==> src/rtl/seg7_display_arbiter.sv <==
// Shares a 4-digit seven-segment display between the mouse-status path (A) and the bus (B).
// Owns digit scan timing and latches whole frames at digit-0 boundaries so the display never tears.
module seg7_display_arbiter #(
  parameter int          REFRESH_DIV = 250000,
  parameter int          HOLD_CYCLES = 50000000,
  parameter logic [7:0]  BASE_ADDR   = 8'hD0
) (
  input  logic        clk_sys,
  input  logic        rst_n,
  input  logic        a_vld,
  input  logic [15:0] a_digits,
  input  logic [3:0]  a_dots,
  input  logic        bus_we,
  input  logic [7:0]  bus_addr,
  input  logic [7:0]  bus_data,
  output logic [1:0]  seg_select,
  output logic [3:0]  bin,
  output logic        dot,
  output logic        owner_b
);

  localparam int RW = (REFRESH_DIV > 1) ? $clog2(REFRESH_DIV) : 1;
  localparam int HW = (HOLD_CYCLES > 1) ? $clog2(HOLD_CYCLES) : 1;

  typedef enum logic {OWN_A = 1'b0, OWN_B = 1'b1} state_e;

  state_e         state_q, state_d;
  logic [HW-1:0]  hold_q, hold_d;
  logic [RW-1:0]  ref_q;
  logic [1:0]     sel_q;
  logic [15:0]    a_dig_q, b_dig_q, fr_dig_q;
  logic [3:0]     a_dot_q, b_dot_q, fr_dot_q;
  logic [3:0]     bin_q;
  logic           dot_q;

  logic [7:0]     off;
  logic           b_wr, b_rel, tick;

  // Offset arithmetic keeps the decode correct even when BASE_ADDR sits near 8'hFF.
  assign off   = bus_addr - BASE_ADDR;
  assign b_wr  = bus_we && (off < 8'd3);
  assign b_rel = bus_we && (off == 8'd3) && bus_data[0];
  assign tick  = (ref_q == RW'(REFRESH_DIV - 1));

  always_ff @(posedge clk_sys or negedge rst_n) begin
    if (!rst_n) begin
      state_q <= OWN_A;
      hold_q  <= '0;
    end else begin
      state_q <= state_d;
      hold_q  <= hold_d;
    end
  end

  // Release beats expiry; any data write while owned restarts the hold window.
  always_comb begin
    state_d = state_q;
    hold_d  = hold_q;
    case (state_q)
      OWN_A: begin
        if (b_wr) begin
          state_d = OWN_B;
          hold_d  = HW'(HOLD_CYCLES - 1);
        end
      end
      OWN_B: begin
        if (b_rel)              state_d = OWN_A;
        else if (b_wr)          hold_d  = HW'(HOLD_CYCLES - 1);
        else if (hold_q == '0)  state_d = OWN_A;
        else                    hold_d  = hold_q - HW'(1);
      end
      default: state_d = OWN_A;
    endcase
  end

  always_comb begin
    owner_b = (state_q == OWN_B);
  end

  always_ff @(posedge clk_sys or negedge rst_n) begin
    if (!rst_n) begin
      a_dig_q <= '0;
      a_dot_q <= '0;
      b_dig_q <= '0;
      b_dot_q <= '0;
    end else begin
      if (a_vld) begin
        a_dig_q <= a_digits;
        a_dot_q <= a_dots;
      end
      if (b_wr) begin
        case (off[1:0])
          2'd0:    b_dig_q[7:0]  <= bus_data;
          2'd1:    b_dig_q[15:8] <= bus_data;
          default: b_dot_q       <= bus_data[3:0];
        endcase
      end
    end
  end

  // Frame is refreshed only as the scan wraps back to digit 0, from the registered owner.
  always_ff @(posedge clk_sys or negedge rst_n) begin
    if (!rst_n) begin
      ref_q    <= '0;
      sel_q    <= '0;
      fr_dig_q <= '0;
      fr_dot_q <= '0;
      bin_q    <= '0;
      dot_q    <= 1'b0;
    end else begin
      ref_q <= tick ? '0 : ref_q + RW'(1);
      if (tick) begin
        sel_q <= sel_q + 2'd1;
        if (sel_q == 2'd3) begin
          fr_dig_q <= (state_q == OWN_B) ? b_dig_q : a_dig_q;
          fr_dot_q <= (state_q == OWN_B) ? b_dot_q : a_dot_q;
        end
      end
      bin_q <= fr_dig_q[{sel_q, 2'b00} +: 4];
      dot_q <= fr_dot_q[sel_q];
    end
  end

  assign seg_select = sel_q;
  assign bin        = bin_q;
  assign dot        = dot_q;

endmodule

==> config.mk <==
export PLATFORM = sky130hd
export DESIGN_NAME = seg7_display_arbiter
export DESIGN_NICKNAME = d
export VERILOG_FILES = /design/src/rtl/seg7_display_arbiter.sv
export SDC_FILE = /design/constraint.sdc
export NUM_CORES = 1
export LEC_CHECK = 0
export CORE_UTILIZATION = 55
export CTS_CLUSTER_DIAMETER = 40
export DETAILED_ROUTE_END_ITERATION = 8
export GPL_TIMING_DRIVEN = 0
export MAX_ROUTING_LAYER = met4
export PLACE_DENSITY = 0.74
export SYNTH_ARGS = -nofsm -noshare
export SYNTH_HDL_FRONTEND = slang
export SYNTH_SLANG_ARGS = --single-unit
==> constraint.sdc <==
create_clock -name clk_sys -period 3.6 [get_ports clk_sys]
set_clock_uncertainty 0.15 [all_clocks]
set_input_delay 0.9 -clock clk_sys [delete_from_list [all_inputs] [get_ports clk_sys]]
set_output_delay 0.9 -clock clk_sys [all_outputs]
set_load 0.02 [all_outputs]
Word level (Yosys, flattened, before mapping)

Cells that the tools add are included.

Output and inout bits: 8
Word-level logic and storage cells: 55
Bits of input ports: 40
Flip-flop bits (word level): 112

Reductions and logical operators: 11
Equal/unequal tests: 7
Shift-type cells: 1
Muxes and demuxes: 15
Order comparisons: 2
Add/sub/neg operators: 4
Bitwise gates (word level): 2

Operators by type and width:

| operator                                           | number |
|---|---|
| 2-to-1 mux 26 bit                                  | 4 |
| case mux 26 bit (2 select lines)                   | 1 |
| logical NOT 26 bit                                 | 1 |
| subtractor 26 x 1 -> 26 bit, second input constant | 1 |
| adder 18 x 1 -> 18 bit, second input constant      | 1 |
| == test 18 bit, second input constant              | 1 |
| 2-to-1 mux 18 bit                                  | 1 |
| 2-to-1 mux 16 bit                                  | 1 |
| variable part select 16 x 5 -> 4 bit               | 1 |
| == test 8 x 2 -> 1 bit, second input constant      | 1 |
| < comparator 8 x 2 -> 1 bit, second input constant | 1 |
| AND reduction 2 bit                                | 4 |
| subtractor 8 bit, second input constant            | 1 |
| 2-to-1 mux 1 bit                                   | 5 |
| 2-to-1 mux 4 bit                                   | 1 |
| inequality test 2 bit, second input constant       | 2 |
| logical AND 1 bit                                  | 3 |
| < comparator 2 x 3 -> 1 bit, second input constant | 1 |
| inequality test 3 bit, second input constant       | 1 |
| AND reduction 3 bit                                | 1 |
| adder 2 x 1 -> 2 bit, second input constant        | 1 |
| binary-select mux 1 bit (select 2 bit)             | 1 |
| == test 2 x 1 -> 1 bit, second input constant      | 1 |
| == test 2 bit, second input constant               | 1 |
| 4 further kinds                                    | 5 |

Logic depth before layout (Yosys ltp)

Depth after elaboration: 6
Depth in mapped cells: 8
Gate-level depth less buffers: 7

Worst setup path before layout

No wires, ideal clock.

Kind: input to register
From: in bus_addr[5]
To: reg b_dot_q[0]
Required time: 3.325 ns
Cell stages on the path: 6
Path slack: 0.615 ns
Data arrival time: 2.711 ns
Setup time: 0.125 ns
Path buffers: 1
Cell sequence: or4b_1 > or2_2 > clkbuf_1 > a21oi_2 > and2_1 > mux2_2

Longest elaborated chain between the ends: 4

Ends and longest elaborated chain:

| what                          | line | source |
|---|---|---|
| start, declared               | 14   | `input logic [7:0] bus_addr,` |
| subtractor 8 bit              | 40   | `assign off = bus_addr - BASE_ADDR;` |
| < comparator 8 x 2 -> 1 bit   | 41   | `assign b_wr = bus_we && (off < 8'd3);` |
| logical AND 1 bit             | 41   |  |
| AND reduction 2 bit (no line) | -    |  |
| end signal, assigned          | 95   | `default: b_dot_q <= bus_data[3:0];` |
| end, declared                 | 32   | `logic [3:0] a_dot_q, b_dot_q, fr_dot_q;` |

No other way between the ends.
A chain may end at the register's enable or synchronous reset.

Final worst setup path

From: in bus_addr[5]
To: reg b_dig_q[9]

Longest elaborated chain between the ends: 4

Ends and longest elaborated chain:

| what                          | line | source |
|---|---|---|
| subtractor 8 bit              | 40   |  |
| < comparator 8 x 2 -> 1 bit   | 41   |  |
| logical AND 1 bit             | 41   |  |
| AND reduction 2 bit (no line) | -    |  |
| end signal, assigned          | 94   | `2'd1: b_dig_q[15:8] <= bus_data;` |
| end, declared                 | 31   | `logic [15:0] a_dig_q, b_dig_q, fr_dig_q;` |

No other way between the ends.

==> impl_results.md <==
- Status: completed
- Critical Path Fanout Max: 8
- Clock Path Buffers: 2
- Share of layout cells above drive strength 1: 15.3%
- Final wirelength: 10200 um
- Final Setup Violations: 0
- Setup repair bufs after CTS: 0
- Post-synth ARST share: 100%
- R2R cell count: 5
- WL/cell: 17.1 um
- CP Launch Type: primary input
- Worst reg2reg endpoint: hold_q[6]
- Final period utilization: 94.4%
- Initial Utilization: 57.5%
- Fill cells: 679
- Top-count cell post-synth: dfrtp_1
- Dpl hpwl: 7170 um
- Vias in the first global route: 3527
- Grt ovf: 0
- Gr usage total: 24.2%
- Sequential Power Share: 50.6%
- EDFF count, synth: 0
- Util after Layout: 67.1%
- Required @ worst endpoint: 3.72 ns
- Unique cell type count in the Yosys netlist: 52
- Peak supply drop: 369 uV
- Max Clk Rate: 0.294 GHz
- Worst-skew pair later-pin latency: 0.39 ns
- Resized Gates After CTS: 0
- Syn Inst Count: 427
- Pwr/cell area: 528 mW/mm^2
- Non-filler cells, final: 598
- DR DRC count: 0
- Slew Limit Headroom: 41.1%
- Synth top cells by count: 112 x dfrtp_1, 41 x mux2_2, 39 x nor2_1, 26 x a21oi_1, 21 x mux2i_1
- Post-synth top area share: 55.4%
- Worst slew pin tran: 0.882 ns
- Hold path cells: 1
- Die ar.: 0.00959 sq mm
- Clock sink count: 112
- Root Buffer: clkbuf_8
- CP endpoint kind: flop
- Hold path start: ref_q[16]
- Inst Count DP: 582
- Largest net degree at the start of global routing: 62
- Clock share of power: 26.5%
- Clock period minus worst slack: 3.40 ns
- CTS tree: yes
- Row count: 34
- RSZ-0062 raised after global routing: no
- Int Pwr: 2090 uW
- Hold Path End: ref_q[16]
- Reg clk slew, reported paths: 0.11 ns
- Synth area leaders: dfrtp_1 55%, mux2_2 9.1%, mux2i_1 4.2%
- First-pass GRT wire length: 17500 um
- Hold Path Class: flop to flop
- Yosys warning count: 0
- Post-CTS Hold Buffers: 0
- Sequential share of the synthesized area: 55.4%
- Total CTS buffers: 9
- DRT iter0 DRCs: 151
- Setup TNS: 0 ns
- Reg2reg start: hold_q[4]
- Io pins: 48
- FF-to-FF setup slack: 0.71 ns
- H-tree level count: 3
- MaxCap Viol Count: 0
- Sw power: 1030 uW
- Core Area: 0.00881 sq mm
- Syn Std Cell Area: 0.00506 sq mm
- Critical Setup Path Class: primary input to flop
- Final Hold Fails: 0
- Post-synth top flop: dfrtp_1
- Syn_area_per_cell: 11.9 sq um
- Minimum hold slack: 0.331 ns
- Tot Pwr: 3120 uW
- GP Congestion: 0.809
- Via count: 3499
- Max Slew Vio Count: 0
- DRT Pass-1 Iters: 6
- Initial antenna violation count: 0
- ANT cells: 0
- PortBufs: 46
- Via density: 5.85
- Comb power frac: 22.9%
- Pleak: 0.00257 uW
- Die Height: 97.9 um
- Synthesized Nets: 470
- Syn-to-layout area delta: 16.7%
- Net Sw Frac: 32.9%
- Leading area contributor after synthesis: dfrtp_1
- Post-route ant nets: 0
- Chip Width: 97.9 um
- Critical Path AT: 3.52 ns
- Yosys reg bits: 112
- Final #Nets: 528
## cell type report
type                            instances  area [sq um]  share of cell area, %
Sequential cell                       112          2800                   47.4
Multi-Input combinational cell        293          2170                   36.7
Timing Repair Buffer                   47           485                   8.22
Tap cell                              108           135                   2.29
Clock buffer                            9           124                   2.10
Clock inverter                          7           103                   1.74
Buffer                                 17          72.6                   1.23
Inverter                                5          18.8                  0.318
## critical path, stage by stage
cell and delay, ns:
clkdlybuf4s50_1 0.43, or4b_1 0.59, or2_2 0.31, clkbuf_1 0.15
nor3b_2 0.71, mux2_2 0.42
## kinds of logic (layout without fill, tap and decap cells)
family	Yosys count	count (layout)	synth area share, %
AND/OR/NAND/NOR	139	139	14.8
XOR/XNOR	25	25	4.33
multiplexers	67	67	15.5
AO/OA/AOI/OAI	59	59	7.44
buffers and inverters	22	85	1.80
adder cells (fa/ha/maj)	3	3	0.742
flip-flops	112	112	55.4
## layer usage
metal / part of all wire (%) / vias to the layer above / routed length (um) / track usage [%]
met5: 0 / - / 0 / -
met4: 0.90 / 0 / 92 / 5.71
met3: 3.2 / 9 / 332 / 4.72
met2: 50 / 57 / 5150 / 39.2
met1: 46 / 1756 / 4670 / 31.8
li1: - / 1677 / - / -
## worst max-delay path by stage
| stage | slack [ns] | end | cells after the start | start |
|---|---|---|---|---|
| 6_report | 0.20 | b_dig_q[9] | 6 | bus_addr[5] |
| 3_3_place_gp | -2.73 | a_dot_q[3] | 1 | rst_n |
| 3_5_place_dp | -0.26 | b_dig_q[12] | 6 | bus_addr[5] |
| 4_1_cts | 0.19 | b_dig_q[9] | 6 | bus_addr[5] |
| 5_1_grt | 0.11 | b_dig_q[9] | 6 | bus_addr[5] |
| 2_1_floorplan | 0.61 | b_dot_q[0] | 6 | bus_addr[5] |
## registers in the layout, summed over array words and instances, names as in the netlist
name and count:
fr_dot_q 4, a_dig_q 16, seg_select 2, dot 1, ref_q 18, b_dig_q 16, b_dot_q 4, bin 4
a_dot_q 4, hold_q 26, fr_dig_q 16, owner_b 1
## layout by cell type (no fill, tap or decap), types with 3 or more instances in the layout
| cell type | netlist | final |
|---|---|---|
| dfrtp_1 | 112 | 112 |
| clkdlybuf4s50_1 | 0 | 45 |
| mux2_2 | 41 | 41 |
| nor2_1 | 39 | 39 |
| a21oi_1 | 26 | 26 |
| mux2i_1 | 21 | 21 |
| nand2_1 | 18 | 18 |
| nand3_1 | 18 | 18 |
| clkbuf_1 | 15 | 15 |
| xnor2_1 | 15 | 15 |
| o21ai_0 | 10 | 10 |
| xor2_1 | 10 | 10 |
| nor3_1 | 9 | 9 |
| clkbuf_8 | 0 | 9 |
| nand4_1 | 8 | 8 |
| nor4_1 | 8 | 8 |
| or3_1 | 7 | 7 |
| and3_1 | 6 | 6 |
| or4_1 | 6 | 6 |
| mux4_2 | 5 | 5 |
| inv_1 | 5 | 5 |
| and4_1 | 3 | 3 |
| nor2b_1 | 3 | 3 |
| o31ai_1 | 3 | 3 |
| ha_1 | 3 | 3 |
## per-stage QoR
stage               setup slack [ns]  cell area [sq um]
global placement               -2.73               5660
global route                   0.113               5910
CTS                            0.185               5910
detailed placement            -0.259               5680
finish                         0.201               5910
floorplan                      0.615               5060
## power by group through the flow
stage                     Clock [uW]  Sequential, uW  Combinational [uW]
after CTS                        845            1580                 717
after floorplan                    0            1560                 518
after global placement             0            1590                 687
after detailed placement           0            1600                 712
after global routing             900            1610                 799
final                            827            1580                 715
(Power assumes the default switching activity.)
